`src/rtl/traffic_control_pkg.sv`:
```
// Shared types and constants for the four-way traffic light controller.
package traffic_control_pkg;

  typedef enum logic [2:0] {
    N_GREEN  = 3'd0,
    N_YELLOW = 3'd1,
    S_GREEN  = 3'd2,
    S_YELLOW = 3'd3,
    E_GREEN  = 3'd4,
    E_YELLOW = 3'd5,
    W_GREEN  = 3'd6,
    W_YELLOW = 3'd7
  } tc_state_e;

  // Signal head encoding {red, yellow, green}
  localparam logic [2:0] RED    = 3'b100;
  localparam logic [2:0] YELLOW = 3'b010;
  localparam logic [2:0] GREEN  = 3'b001;

  localparam logic [4:0] YELLOW_CYCLES = 5'd4;
  localparam logic [3:0] YELLOW_LAST   = 4'(YELLOW_CYCLES - 5'd1);

  // Green time grows in steps of four cycles with traffic density
  function automatic logic [4:0] green_duration(input logic [1:0] density);
    logic [4:0] dur;
    case (density)
      2'b00:   dur = 5'd4;
      2'b01:   dur = 5'd8;
      2'b10:   dur = 5'd12;
      2'b11:   dur = 5'd16;
      default: dur = 5'd4;
    endcase
    return dur;
  endfunction

  // Last counter value of a green phase (duration minus one fits in 4 bits)
  function automatic logic [3:0] green_last_count(input logic [1:0] density);
    logic [4:0] dur;
    dur = green_duration(density);
    return 4'(dur - 5'd1);
  endfunction

endpackage

```
`src/rtl/tc_phase_timer.sv`:
```
// Phase timer: counts cycles spent in the current light phase and flags
// the last cycle of the phase. The count restarts on the same edge that
// the controller moves to its next state.
module tc_phase_timer
  import traffic_control_pkg::*;
(
  input  logic       clk,
  input  logic       rst,
  input  logic       green_phase,
  input  logic [1:0] density,
  output logic       done
);

  logic [3:0] cnt_q;
  logic [3:0] cnt_d;
  logic [3:0] green_last;

  // Terminal-count compare; green uses the live density so it can stretch or cut short
  always_comb begin
    green_last = green_last_count(density);
    if (green_phase) begin
      done = (cnt_q >= green_last);
    end else begin
      done = (cnt_q == YELLOW_LAST);
    end
  end

  // Next count: restart on phase end, otherwise increment and hold at 15
  always_comb begin
    if (done) begin
      cnt_d = 4'd0;
    end else if (cnt_q == 4'd15) begin
      cnt_d = 4'd15;
    end else begin
      cnt_d = cnt_q + 4'd1;
    end
  end

  // Counter register
  always_ff @(posedge clk or posedge rst) begin
    if (rst) begin
      cnt_q <= 4'd0;
    end else begin
      cnt_q <= cnt_d;
    end
  end

endmodule

```
`src/rtl/traffic_control.sv`:
```
// Four-way traffic light controller: fixed round-robin N->S->E->W with
// density-dependent green time and fixed yellow time. Only the active
// direction is ever non-RED.
module traffic_control
  import traffic_control_pkg::*;
(
  input  logic       clk,
  input  logic       rst_a,
  input  logic [1:0] traffic_n,
  input  logic [1:0] traffic_s,
  input  logic [1:0] traffic_e,
  input  logic [1:0] traffic_w,
  output logic [2:0] n_lights,
  output logic [2:0] s_lights,
  output logic [2:0] e_lights,
  output logic [2:0] w_lights
);

  tc_state_e  state_q;
  tc_state_e  state_d;
  logic [1:0] active_density;
  logic       green_phase;
  logic       phase_done;

  // Route the active direction's density to the timer; other densities are ignored
  always_comb begin
    active_density = traffic_n;
    green_phase    = 1'b1;
    case (state_q)
      N_GREEN:  begin active_density = traffic_n; green_phase = 1'b1; end
      N_YELLOW: begin active_density = traffic_n; green_phase = 1'b0; end
      S_GREEN:  begin active_density = traffic_s; green_phase = 1'b1; end
      S_YELLOW: begin active_density = traffic_s; green_phase = 1'b0; end
      E_GREEN:  begin active_density = traffic_e; green_phase = 1'b1; end
      E_YELLOW: begin active_density = traffic_e; green_phase = 1'b0; end
      W_GREEN:  begin active_density = traffic_w; green_phase = 1'b1; end
      W_YELLOW: begin active_density = traffic_w; green_phase = 1'b0; end
      default:  begin active_density = traffic_n; green_phase = 1'b1; end
    endcase
  end

  tc_phase_timer u_timer (
    .clk         (clk),
    .rst         (rst_a),
    .green_phase (green_phase),
    .density     (active_density),
    .done        (phase_done)
  );

  // Round-robin next state, taken only on the last cycle of a phase
  always_comb begin
    state_d = state_q;
    if (phase_done) begin
      case (state_q)
        N_GREEN:  state_d = N_YELLOW;
        N_YELLOW: state_d = S_GREEN;
        S_GREEN:  state_d = S_YELLOW;
        S_YELLOW: state_d = E_GREEN;
        E_GREEN:  state_d = E_YELLOW;
        E_YELLOW: state_d = W_GREEN;
        W_GREEN:  state_d = W_YELLOW;
        W_YELLOW: state_d = N_GREEN;
        default:  state_d = N_GREEN;
      endcase
    end else begin
      state_d = state_q;
    end
  end

  // State register; reset drops straight back to North green
  always_ff @(posedge clk or posedge rst_a) begin
    if (rst_a) begin
      state_q <= N_GREEN;
    end else begin
      state_q <= state_d;
    end
  end

  // Moore decode from the state register: one head GREEN/YELLOW, rest RED
  always_comb begin
    n_lights = RED;
    s_lights = RED;
    e_lights = RED;
    w_lights = RED;
    case (state_q)
      N_GREEN:  n_lights = GREEN;
      N_YELLOW: n_lights = YELLOW;
      S_GREEN:  s_lights = GREEN;
      S_YELLOW: s_lights = YELLOW;
      E_GREEN:  e_lights = GREEN;
      E_YELLOW: e_lights = YELLOW;
      W_GREEN:  w_lights = GREEN;
      W_YELLOW: w_lights = YELLOW;
      default:  n_lights = GREEN;
    endcase
  end

endmodule

```
`config.mk`:
```
export PLATFORM = sky130hd
export DESIGN_NAME = traffic_control
export DESIGN_NICKNAME = d
export VERILOG_FILES = /design/src/rtl/traffic_control_pkg.sv /design/src/rtl/tc_phase_timer.sv /design/src/rtl/traffic_control.sv
export SDC_FILE = /design/constraint.sdc
export NUM_CORES = 1
export LEC_CHECK = 0
export CORE_MARGIN = 1.5
export CORE_UTILIZATION = 38
export DETAILED_ROUTE_END_ITERATION = 16
export GPL_ROUTABILITY_DRIVEN = 1
export GPL_TIMING_DRIVEN = 0
export HOLD_SLACK_MARGIN = 0.15
export PLACE_DENSITY = 0.81
export SYNTH_ARGS = -nofsm -noshare
export SYNTH_HDL_FRONTEND = slang
export SYNTH_SLANG_ARGS = --single-unit
```
`constraint.sdc`:
```
create_clock -name clk -period 2.3 [get_ports clk]
set_input_delay 0.23 -clock clk [delete_from_list [all_inputs] [get_ports clk]]
set_output_delay 0.23 -clock clk [all_outputs]
set_load 0.005 [all_outputs]
```
Word-level counts from Yosys, hierarchy flattened
Memories as Yosys holds them, arrays and structs flattened. A register that Yosys moved wholly into a read port is not among the register bits.
Cells that the tools add are included.
{ "word_totals": {"register_bits": 4, "mem_bits_ro": 24, "input_bits": 10, "out_inout_bits": 12, "wordCells": 35, "mem_count": 1} }
{ "op_classes": {"addsub": 2, "magnitude_cmp": 1, "eq_ne": 12, "mux": 10, "n_reduce_logical": 8} }
{ "mem_list": {"columns": ["memory", "words", "width", "read_ports", "rd_clocked_by_memory_dff", "write_ports", "line_no", "rtl"], "rows": [
  ["(no name shown)", 8, 3, 1, 1, 0, "traffic_control.sv:54", "case (state_q)"]
]} }
{ "ops": {"columns": ["op", "count"], "rows": [
  ["one-hot mux 3 bit (2 select lines)", 4],
  ["one-hot mux 4 bit (4 select lines)", 1],
  ["equality test 3 bit, second input constant", 4],
  ["two-way mux 4 bit", 2],
  ["one-hot mux 2 bit (4 select lines)", 1],
  ["OR reduction 2 bit", 4],
  ["OR reduction 4 bit", 2],
  ["equality test 3 x 2 -> 1 bit, second input constant", 2],
  ["adder 4 x 1 -> 4 bit, second input constant", 1],
  ["equality test 2 bit, second input constant", 2],
  ["equality test 4 x 2 -> 1 bit, second input constant", 1],
  ["equality test 4 bit, second input constant", 1],
  ["greater-or-equal comparator 4 bit", 1],
  ["subtractor 4 x 1 -> 4 bit, second input constant", 1],
  ["equality test 3 x 1 -> 1 bit, second input constant", 1],
  ["zero test 3 bit", 1],
  ["equality test 2 x 1 -> 1 bit, second input constant", 1],
  ["zero test 2 bit", 1],
  ["one-hot mux 1 bit (2 select lines)", 1],
  ["two-way mux 1 bit", 1]
]} }

Longest topological paths before layout
{ "depth": {"ltp_word": 9, "depth_mapped": 9} }

Modules after synthesis
From an unflattened synthesis, not the netlist that was laid out.
{ "hier_totals": {"hier_cells": 72, "hier_area_um2": 606.8} }
{ "by_module_without_submodules": {"columns": ["module", "instances", "cells_each", "area_per_inst_um2"], "rows": [
  ["traffic_control", 1, 40, 322.8],
  ["tc_phase_timer", 1, 32, 284.0]
]} }

Least setup slack after synthesis
OpenSTA, ideal clock, no wires.
{ "synth_path": {"kind": "register -> register", "start": "register state_q[0]", "end": "register state_q[1]", "setup_time_ns": 0.128, "arrival_time_ns": 2.395, "slack_ns": -0.223, "path_stages_with_launch": 10, "path_buffers": 0, "synth_period_minus_slack_ns": 2.523, "cell_sequence": "dfrtp_1 > inv_1 > ha_1 > o21a_1 > nor3_1 > a221oi_1 > ha_1 > a211oi_2 > a22oi_4 > mux2_1"} }
{ "synth_via": {"elab_chain_cells": 8} }
{ "synth_rtl": {"columns": ["element", "line_no", "rtl"], "rows": [
  ["from (decl)", "traffic_control.sv:19", "tc_state_e state_q;"],
  ["equality test 3 bit, or another cell as far along", "traffic_control.sv:29", "case (state_q)"],
  ["OR reduction 2 bit (no source line)", null, null],
  ["one-hot mux 2 bit (4 select lines)", "traffic_control.sv:29", null],
  ["equality test 2 bit, or another cell as far along", "traffic_control_pkg.sv:26", "case (density)"],
  ["one-hot mux 4 bit (4 select lines)", "traffic_control_pkg.sv:26", null],
  ["subtractor 4 x 1 -> 4 bit", "traffic_control_pkg.sv:40", "return 4'(dur - 5'd1);"],
  ["greater-or-equal comparator 4 bit", "tc_phase_timer.sv:22", "done = (cnt_q >= green_last);"],
  ["two-way mux 1 bit", "tc_phase_timer.sv:21", "if (green_phase) begin"]
]} }
Parallel ways exist; a longest one is shown, timed or not. The select of a mux whose other input is x is not followed.

Final worst setup path
Same ends and word-level chain as after synthesis.

==> qor.yml <==
status: "finished with violations"
failed_checks: "setup timing"
cellPowerDensity_nw_per_um2: 1430
worst-path-max-fanout: 4
endpoint_kind: "flip-flop"
cts_made_buffers: 3
cts_tree: "built"
muxShareOfSynthArea: 0.0540
grt_antenna_before_repair: 0
ys_types: 24
tns_ps: -4.14
p_leak_nw: 0.403
firstDrtPassIters: 4
seq_power_share: 0.175
grt_pass1_wl_um: 2470
dpl.hpwl_um: 1010
cp.required_ps: 2420
synth_fp_nets: 80
drt_wl_total_um: 1410
routed_via_density: 5.27
clkTransAtPathRegs_ps: 60
drtAntennaViolNets: 0
cts_max_level: 1
grtUsageTotal: 0.177
crit_path_start_kind: "flip-flop"
holdCritPathClass: "in2async"
port_buffers: 21
vdd_ir_drop_max_mv: 0.797
drc: 0
rows: 13
syn_avg_cell_area_um2: 9.20
finalSetupViolations: 1
place_ws_ps: -204
worstMarginPinSlew_ps: 343
grt_overflow: 0
grt_pass1_vias: 568
ctsHoldBuffers: 0
wire_per_inst_um: 12.9
synth-simple-area-share: 0.207
dr.max_layer_used: "met3"
min_period_ps: 2300
p_sw_w: 0.000586
ys.warnings.count: 0
dieHeight_um: 42.0
grt_setup_unrepaired: "true"
area_growth_pct: 71.5
clock_latency_ps: 240
grt_max_degree: 11
p_sw_frac: 0.413
synthAdderAreaFrac: 0.151
cts.sinks: 7
synth_area_um2: 579
start_util: 0.424
die_w_um: 42.0
wl_met3_um: 63
setup_ws_ps: -4.14
maxCapViolations: 0
wl_met1_um: 568
netlist_instances: 63
max_freq_mhz: 434
dr_wl_met2_um: 778
finalHoldViolCount: 0
slew_headroom: 0.771
pwr-share-comb: 0.748
utilization: 0.727
vias: 574
routabilityCongestion: 0.697
clockRootBuffer: "clkbuf_4"
dieArea_um2: 1770
core_um2: 1370
finalCritPeriodShare: 1.00
hold_slack_ps: 235
ys_seq_elements: 7
synth_top_family_by_area: "compound AO/OA/AOI/OAI gates"
nNetsFinal: 112
io_pins: 22
pwr-share-clk: 0.076
synth_compound_area_frac: 0.212
ys_seq_area_frac: 0.302
cp.arrival_ps: 2430
p_int_w: 0.000835
clockBufferDepth: 2
path_class: "reg2reg"
drive_above_1_share: 0.340
synth-xor-area-share: 0.0151
slew_violations: 0
first_iter_violations: 5
skew_ps: 3.94
n_antenna_cell: 0
==> flip-flops by register name, indices dropped and copies added, names as in the netlist <==
register       flops
state_q            3
u_timer.cnt_q      4
==> cells in the mapped netlist <==
library cell | instances | area, um2
a211oi_2 | 1 | 12.5
a21oi_1 | 2 | 10.0
a221oi_1 | 3 | 26.3
a221oi_2 | 1 | 15.0
a22o_2 | 1 | 10.0
a22oi_4 | 1 | 21.3
and2_1 | 4 | 25.0
clkbuf_1 | 2 | 7.51
dfrtp_1 | 7 | 175
ha_1 | 7 | 87.6
inv_1 | 7 | 26.3
mux2_1 | 1 | 11.3
mux2i_1 | 2 | 20.0
nand2_1 | 1 | 3.75
nand3_1 | 3 | 15.0
nand3b_1 | 1 | 7.51
nor2_1 | 6 | 22.5
nor2b_1 | 3 | 18.8
nor3_1 | 2 | 10.0
o21a_1 | 1 | 7.51
o21ai_0 | 4 | 20.0
or2_2 | 1 | 6.26
or3b_4 | 1 | 11.3
xor2_1 | 1 | 8.76
==> area by class of cell <==
type                            count  area (um2)
Multi-Input combinational cell     47         477
Clock buffer                        4        26.3
Fill cell                         109         373
Inverter                            7        28.8
Buffer                              2        7.51
Sequential cell                     7         176
Timing Repair Buffer               27         259
Tap cell                           15        18.8
==> placed cells by master, fill, tap and decap left out, types with 2 or more instances in the layout <==
cell type        count
clkdlybuf4s50_1     21
dfrtp_1              6
nor2_1               5
inv_1                5
buf_4                5
o21ai_0              4
and2_1               4
clkbuf_1             3
nor2b_1              3
ha_1                 3
clkbuf_4             3
mux2i_1              2
a221oi_2             2
nand3_1              2
a21oi_2              2
ha_4                 2
ha_2                 2
==> kinds of logic after synthesis <==
family / after synthesis
mux: 3
compound gates: 14
simple gates: 22
flops: 7
xor+xnor: 1
fa+ha+maj: 7
buf+inv: 9
==> critical path: stages, from the launching register on <==
cell and delay (ps):
dfrtp_2 440, inv_4 60, ha_4 160, o21a_4 230, a221oi_2 250, ha_1 310
a211oi_4 320, a22oi_4 110, mux2_4 300
==> metal layers <==
metal | up-vias | GRT usage
li1 | 285 | -
met1 | 272 | 0.207
met2 | 17 | 0.356
met3 | 0 | 0.0172
met4 | 0 | 0.0188
met5 | - | 0
==> metrics by stage <==
step | area, um2 | total power (W) | std cells
6_report | 993 | 0.00142 | 109
5_1_grt | 993 | 0.00154 | 109
4_1_cts | 958 | 0.00135 | 109
3_5_place_dp | 852 | 0.00110 | 99
3_3_place_gp | 852 | 0.00108 | 99
2_1_floorplan | 623 | 0.000809 | 63
==> power by group through the flow <==
stage | Sequential (W) | Combinational (W) | Clock, W
final | 0.000249 | 0.00106 | 0.000109
after global routing | 0.000258 | 0.00117 | 0.000118
after CTS | 0.000243 | 0.000997 | 0.000110
after detailed placement | 0.000257 | 0.000848 | 0
after global placement | 0.000254 | 0.000827 | 0
after floorplan | 0.000241 | 0.000569 | 0
==> path summary, 6_finish.rpt <==
path	to	slack, ps	cells after the start	start
setup / recovery	state_q[1]$_DFFE_PP0P_	-4	8	state_q[0]$_DFFE_PP0P_
hold / removal	state_q[2]$_DFFE_PP0P_	230	2	rst_a
setup reg to reg	state_q[1]$_DFFE_PP0P_	-4	8	state_q[0]$_DFFE_PP0P_
hold reg to reg	u_timer.cnt_q[0]$_DFF_PP0_	490	1	u_timer.cnt_q[0]$_DFF_PP0_
max in group asynchronous	state_q[0]$_DFFE_PP0P_	1830	2	rst_a
min in group clk	u_timer.cnt_q[0]$_DFF_PP0_	490	1	u_timer.cnt_q[0]$_DFF_PP0_
==> repair_timing <==
action | in CTS | in global routing
endpoints found under the setup margin | 4 | 7
resized for setup | 7 | 8
setup buffers | 6 | 0
pin swaps | 7 | 3
(Power assumes the default switching activity.)
